[config.mk]
export PLATFORM = sky130hd
export DESIGN_NAME = tbird_seq_flat
export DESIGN_NICKNAME = d
export VERILOG_FILES = /design/src/rtl/tbird_seq_if.sv /design/src/rtl/tbird_seq.sv /design/src/flat_wrapper.sv
export SDC_FILE = /design/constraint.sdc
export NUM_CORES = 1
export LEC_CHECK = 0
export ABC_AREA = 1
export BUFFER_PORTS_ARGS = -buffer_cell sky130_fd_sc_hd__buf_2
export CAP_MARGIN = 20
export CORE_UTILIZATION = 40
export CTS_CLUSTER_DIAMETER = 120
export DETAILED_ROUTE_END_ITERATION = 10
export SLEW_MARGIN = 25
export SYNTH_ARGS = -nofsm -noshare
export SYNTH_HDL_FRONTEND = slang
export SYNTH_SLANG_ARGS = --single-unit
[constraint.sdc]
create_clock -name clk -period 1.4 [get_ports clk]
set_input_delay 0.07 -clock clk [delete_from_list [all_inputs] [get_ports clk]]
set_output_delay 0.07 -clock clk [all_outputs]
set_load 0.01 [all_outputs]
[src/rtl/tbird_seq_if.sv]
// tbird_seq_if
//   Driver-control / lamp bundle for the tail-light sequencer.
//   master: the debounced control source (drives requests, observes lamps).
//   slave : the sequencer (samples requests, drives lamps and busy).
//   Signals:
//     left, right, hazard, brake  control requests (level)
//     l_lamps, r_lamps            lamp outputs, bit0 innermost
//     busy                        sequencer not idle
interface tbird_seq_if #(
    parameter int N_LAMPS = 3
);
    logic               left;
    logic               right;
    logic               hazard;
    logic               brake;
    logic [N_LAMPS-1:0] l_lamps;
    logic [N_LAMPS-1:0] r_lamps;
    logic               busy;

    modport master (
        output left, right, hazard, brake,
        input  l_lamps, r_lamps, busy
    );

    modport slave (
        input  left, right, hazard, brake,
        output l_lamps, r_lamps, busy
    );
endinterface

[src/rtl/tbird_seq.sv]
// tbird_seq
//   Parametrised tail-light sequencer: N_LAMPS per side, a prescaler setting
//   the step rate, hazard flashing and brake override.
//   Ports:
//     clk    rising-edge clock
//     reset  synchronous, active-low
//     bus    tbird_seq_if.slave: left/right/hazard/brake in,
//            l_lamps/r_lamps/busy out
//   Parameters:
//     N_LAMPS   lamps per side (>= 1), index 0 lights first
//     TICK_DIV  clock cycles per sequence step (>= 1)
module tbird_seq #(
    parameter int N_LAMPS  = 3,
    parameter int TICK_DIV = 1
) (
    input  logic       clk,
    input  logic       reset,
    tbird_seq_if.slave bus
);
    localparam int CW = (TICK_DIV > 1) ? $clog2(TICK_DIV) : 1;
    localparam int SW = $clog2(N_LAMPS + 1);
    localparam logic [CW-1:0] CNT_LAST  = CW'(TICK_DIV - 1);
    localparam logic [SW-1:0] STEP_LAST = SW'(N_LAMPS);

    typedef enum logic [2:0] {
        IDLE,
        LEFT,
        RIGHT,
        HAZ_ON,
        HAZ_OFF
    } state_t;

    state_t             state, state_nx;
    logic [SW-1:0]      step, step_nx;
    logic [CW-1:0]      cnt;
    logic               tick;
    logic               brake_q;
    logic               haz_req;
    logic [N_LAMPS-1:0] therm;
    logic [N_LAMPS-1:0] brake_mask;
    logic [N_LAMPS-1:0] l_d, r_d;

    // With TICK_DIV == 1 the counter stays at 0 and tick is permanently high.
    assign tick    = (cnt == CNT_LAST);
    assign haz_req = bus.hazard | (bus.left & bus.right);

    always_ff @(posedge clk) begin
        if (!reset) begin
            cnt <= '0;
        end else if (tick) begin
            cnt <= '0;
        end else begin
            cnt <= cnt + CW'(1);
        end
    end

    // brake_q follows the pedal every cycle, independent of the step tick.
    always_ff @(posedge clk) begin
        if (!reset) begin
            state   <= IDLE;
            step    <= '0;
            brake_q <= 1'b0;
        end else begin
            state   <= state_nx;
            step    <= step_nx;
            brake_q <= bus.brake;
        end
    end

    always_comb begin
        state_nx = state;
        step_nx  = step;
        if (tick) begin
            case (state)
                IDLE: begin
                    if (haz_req) begin
                        state_nx = HAZ_ON;
                    end else if (bus.left) begin
                        state_nx = LEFT;
                        step_nx  = SW'(1);
                    end else if (bus.right) begin
                        state_nx = RIGHT;
                        step_nx  = SW'(1);
                    end
                end
                LEFT, RIGHT: begin
                    if (haz_req) begin
                        state_nx = HAZ_ON;
                        step_nx  = '0;
                    end else if (step == STEP_LAST) begin
                        state_nx = IDLE;
                        step_nx  = '0;
                    end else begin
                        step_nx = step + SW'(1);
                    end
                end
                HAZ_ON: begin
                    state_nx = HAZ_OFF;
                end
                HAZ_OFF: begin
                    state_nx = haz_req ? HAZ_ON : IDLE;
                end
                default: begin
                    state_nx = IDLE;
                    step_nx  = '0;
                end
            endcase
        end
    end

    // Thermometer code: the low 'step' lamps are lit.
    always_comb begin
        therm = '0;
        for (int unsigned i = 0; i < N_LAMPS; i++) begin
            therm[i] = (i < 32'(step));
        end
    end

    assign brake_mask = brake_q ? '1 : '0;

    // Hazard states ignore brake entirely.
    always_comb begin
        l_d = '0;
        r_d = '0;
        case (state)
            IDLE: begin
                l_d = brake_mask;
                r_d = brake_mask;
            end
            LEFT: begin
                l_d = therm;
                r_d = brake_mask;
            end
            RIGHT: begin
                l_d = brake_mask;
                r_d = therm;
            end
            HAZ_ON: begin
                l_d = '1;
                r_d = '1;
            end
            default: begin
                l_d = '0;
                r_d = '0;
            end
        endcase
    end

    assign bus.l_lamps = l_d;
    assign bus.r_lamps = r_d;
    assign bus.busy    = (state != IDLE);
endmodule

[src/flat_wrapper.sv]
// flat-port wrapper written by rule: the top's interface ports become plain ports
module tbird_seq_flat 
#(
    parameter int N_LAMPS  = 3,
    parameter int TICK_DIV = 1
)
  (clk, reset, bus_left, bus_right, bus_hazard, bus_brake, bus_l_lamps, bus_r_lamps, bus_busy);
  tbird_seq_if #(.N_LAMPS(N_LAMPS)) bus_i ();
  input  logic clk;
  input  logic reset;
  input wire logic [$bits(bus_i.left)-1:0] bus_left;
  input wire logic [$bits(bus_i.right)-1:0] bus_right;
  input wire logic [$bits(bus_i.hazard)-1:0] bus_hazard;
  input wire logic [$bits(bus_i.brake)-1:0] bus_brake;
  output wire logic [$bits(bus_i.l_lamps)-1:0] bus_l_lamps;
  output wire logic [$bits(bus_i.r_lamps)-1:0] bus_r_lamps;
  output wire logic [$bits(bus_i.busy)-1:0] bus_busy;
  assign bus_i.left = bus_left;
  assign bus_i.right = bus_right;
  assign bus_i.hazard = bus_hazard;
  assign bus_i.brake = bus_brake;
  assign bus_l_lamps = bus_i.l_lamps;
  assign bus_r_lamps = bus_i.r_lamps;
  assign bus_busy = bus_i.busy;
  tbird_seq #(.N_LAMPS(N_LAMPS), .TICK_DIV(TICK_DIV)) u_core (.clk(clk), .reset(reset), .bus(bus_i));
endmodule
==> flow_summary.toml <==
[floorplan]
ioPinCount = 13
core_area_sq_um = 1160
dieArea_sq_um = 1460
die_h_um = 38.2
rows = 12
die_w_um = 38.2
start_util_pct = 45.5

[synth]
synth_most_common_cell = "nand2_1"
synth_seq_cells = 7
synth_cell_types = 19
syn_area_sq_um = 526
ys_seq_area_share_pct = 26.7
synth_area_leaders = "dfxtp_1 (27%), nand2_1 (14%), inv_1 (11%)"
async_flop_share_pct = 0
synth_edf_count = 0
synth_common_cells = "nand2_1 (20), inv_1 (16), nor2_1 (9)"
yosysTopAreaCellShare_pct = 26.7
syn_area_per_cell_sq_um = 6.26
syn_inst = 84
syn-num-nets = 93
synth_area_leader_cell = "dfxtp_1"
yosys_most_used_dff = "dfxtp_1"
ys_warn_count = 0

[placed_design]
port_buffers = 12
dp_hpwl_um = 892
place_congestion = 0.848

[critical_path]
worstPathRequired_ns = 1.33
r2r_cells = 8
crit_type = "flop to primary output"
crit_start = "u_core.state[2]$_SDFFE_PN0P_"
start_kind = "flop"
crit_family = "flip-flops"
rrSetupSlack_ns = 0.18
critPathBufInv = 3
path_cells = "inv_2, nand3_2, inv_1, a31oi_4, o21ai_0, buf_2"
crit_end = "bus_l_lamps[2]"
arrival_ns = 1.26
critPathSlowestCell = "dfxtp_4"
crit_fanout = 6
worstSetupEndpointType = "primary output"
r2r_start = "u_core.state[0]$_SDFFE_PN0P_"
critPathMaxStageDelay_ns = 0.36
r2r_end = "u_core.state[0]$_SDFFE_PN0P_"
cp.depth = 6

[clock_tree]
clk_pin_slew_ns = 0.05
cts_buffer_depth = 2
root_buffer = "clkbuf_4"
cts_made_buffers = 3
cts_tree = "done"
clock_latency_ns = 0.24
holdBufCountCts = 0
htree_num_levels = 1
cts.sink_count = 7

[pwr]
p_leak_nw = 0.364
ir_drop_mv = 0.609
power_mw = 0.698
power_density_nw_per_um2 = 1060

[global_route]
grt_max_degree = 7
grt_pass1_vias = 476
grt-ovfl-total = 0
grt_usage_pct = 18.0
grt_pass1_wl_um = 1860
antenna_found_initial = 0

[timing]
clock_skew_ns = 0.00567
drv_slew = 0
hold_violations = 0
setup_viol = 0
max_freq_mhz = 749
fin_crit_ns = 1.33
post-route-period-util_pct = 95.3
whs_ns = 0.0147
rsz0062_at_grt = "true"
finalSetupTns_ns = 0

[route]
dr.first_iter.drc_count = 15
ant_nets = 0
first_pass_iters = 4
vias_per_cell = 4.86
wl_um = 1080
met3_wirelength_um = 41
wl_met1_um = 510
met2_wirelength_um = 524
drc = 0
num_vias = 554
wire_per_inst_um = 9.46
routed.top_layer = "met4"

[layout]
syn_to_final_growth_pct = 25.2
num-fill-cells = 122
diodes = 0
layout-drive-gt1-share_pct = 29.0
fin_util_pct = 56.9
nNetsFinal = 110

[flow_run]
cap_violations = 0

[worst_hold_path]
hp-class = "input port to flop"

[outcome]
status = "completed"
## worst register-to-register path, cell delays in order, from the launching register on
cell and delay, ns:
dfxtp_1 0.33, inv_2 0.11, nand2_1 0.13, nor2_4 0.15, nand3_2 0.10, nand3_2 0.14
nand2_1 0.06, nand2_1 0.06, nor2_1 0.03
## layer usage
layer	GRT usage (%)	vias to the layer above
met4	5.36	0
li1	-	294
met2	33.1	11
met1	21.8	247
met5	0	-
met3	1.74	2
## worst min-delay path by stage
stage              start                         to  slack (ns)  cells after the start
3_5_place_dp   bus_brake  u_core.brake_q$_SDFF_PN0_        0.26                      3
2_1_floorplan      reset  u_core.brake_q$_SDFF_PN0_        0.16                      2
3_3_place_gp   bus_brake  u_core.brake_q$_SDFF_PN0_        0.26                      3
6_report       bus_brake  u_core.brake_q$_SDFF_PN0_        0.01                      3
5_1_grt        bus_brake  u_core.brake_q$_SDFF_PN0_        0.01                      3
4_1_cts        bus_brake  u_core.brake_q$_SDFF_PN0_       0.007                      3
## where the power goes
group          internal, mW  switching [mW]  total [mW]
logic                 0.103           0.175       0.278
registers             0.222          0.0243       0.246
clock network         0.108          0.0658       0.174
## layout make-up
| type | count | area, sq um | area share (%) |
|---|---|---|---|
| tap | 14 | 17.5 | 2.66 |
| multi-input combinational | 60 | 347 | 52.7 |
| timing repair buffer | 12 | 60.1 | 9.13 |
| clock buffer | 4 | 26.3 | 3.99 |
| inverter | 17 | 63.8 | 9.70 |
| sequential | 7 | 144 | 21.9 |
## placed cells by master (no fill, tap or decap), types with 2 or more instances in the layout
cell type  instances
nand2_1           20
inv_1             15
buf_2             12
nor2_1             9
o21ai_0            7
dfxtp_1            6
nand3_2            5
a21oi_1            3
ha_1               3
clkbuf_4           3
inv_2              2
nor2_4             2
o21ai_1            2
nand2_2            2
nand3_1            2
## per-stage QoR
stage | instance area (sq um) | std cells | setup WS (ns)
finish | 658 | 114 | 0.0653
global route | 658 | 114 | -0.0148
CTS | 641 | 114 | 0.0268
detailed placement | 603 | 110 | 0.144
global placement | 603 | 110 | 0.122
floorplan | 526 | 84 | 0.316
## cell families after synthesis
family | count (synthesis) | synth area share (%)
AO/OA/AOI/OAI | 14 | 14.3
adder cells (fa/ha/maj) | 3 | 7.14
buffers and inverters | 17 | 12.1
flip-flops | 7 | 26.7
other | 1 | 0.714
AND/OR/NAND/NOR | 42 | 39.0
## flip-flops by register name, indices dropped and copies added (netlist names)
name            count
u_core.state        3
u_core.cnt          1
u_core.step         2
u_core.brake_q      1
## timing repair
action / CTS / global route
cloned: 0 / 0
pin swaps: 0 / 0
setup endpoints to repair: 3 / 5
hold endpoints to repair: 0 / 0
setup buffers: 0 / 0
gates resized for setup: 2 / 6
Note: power is estimated with default switching activity, not from simulation.
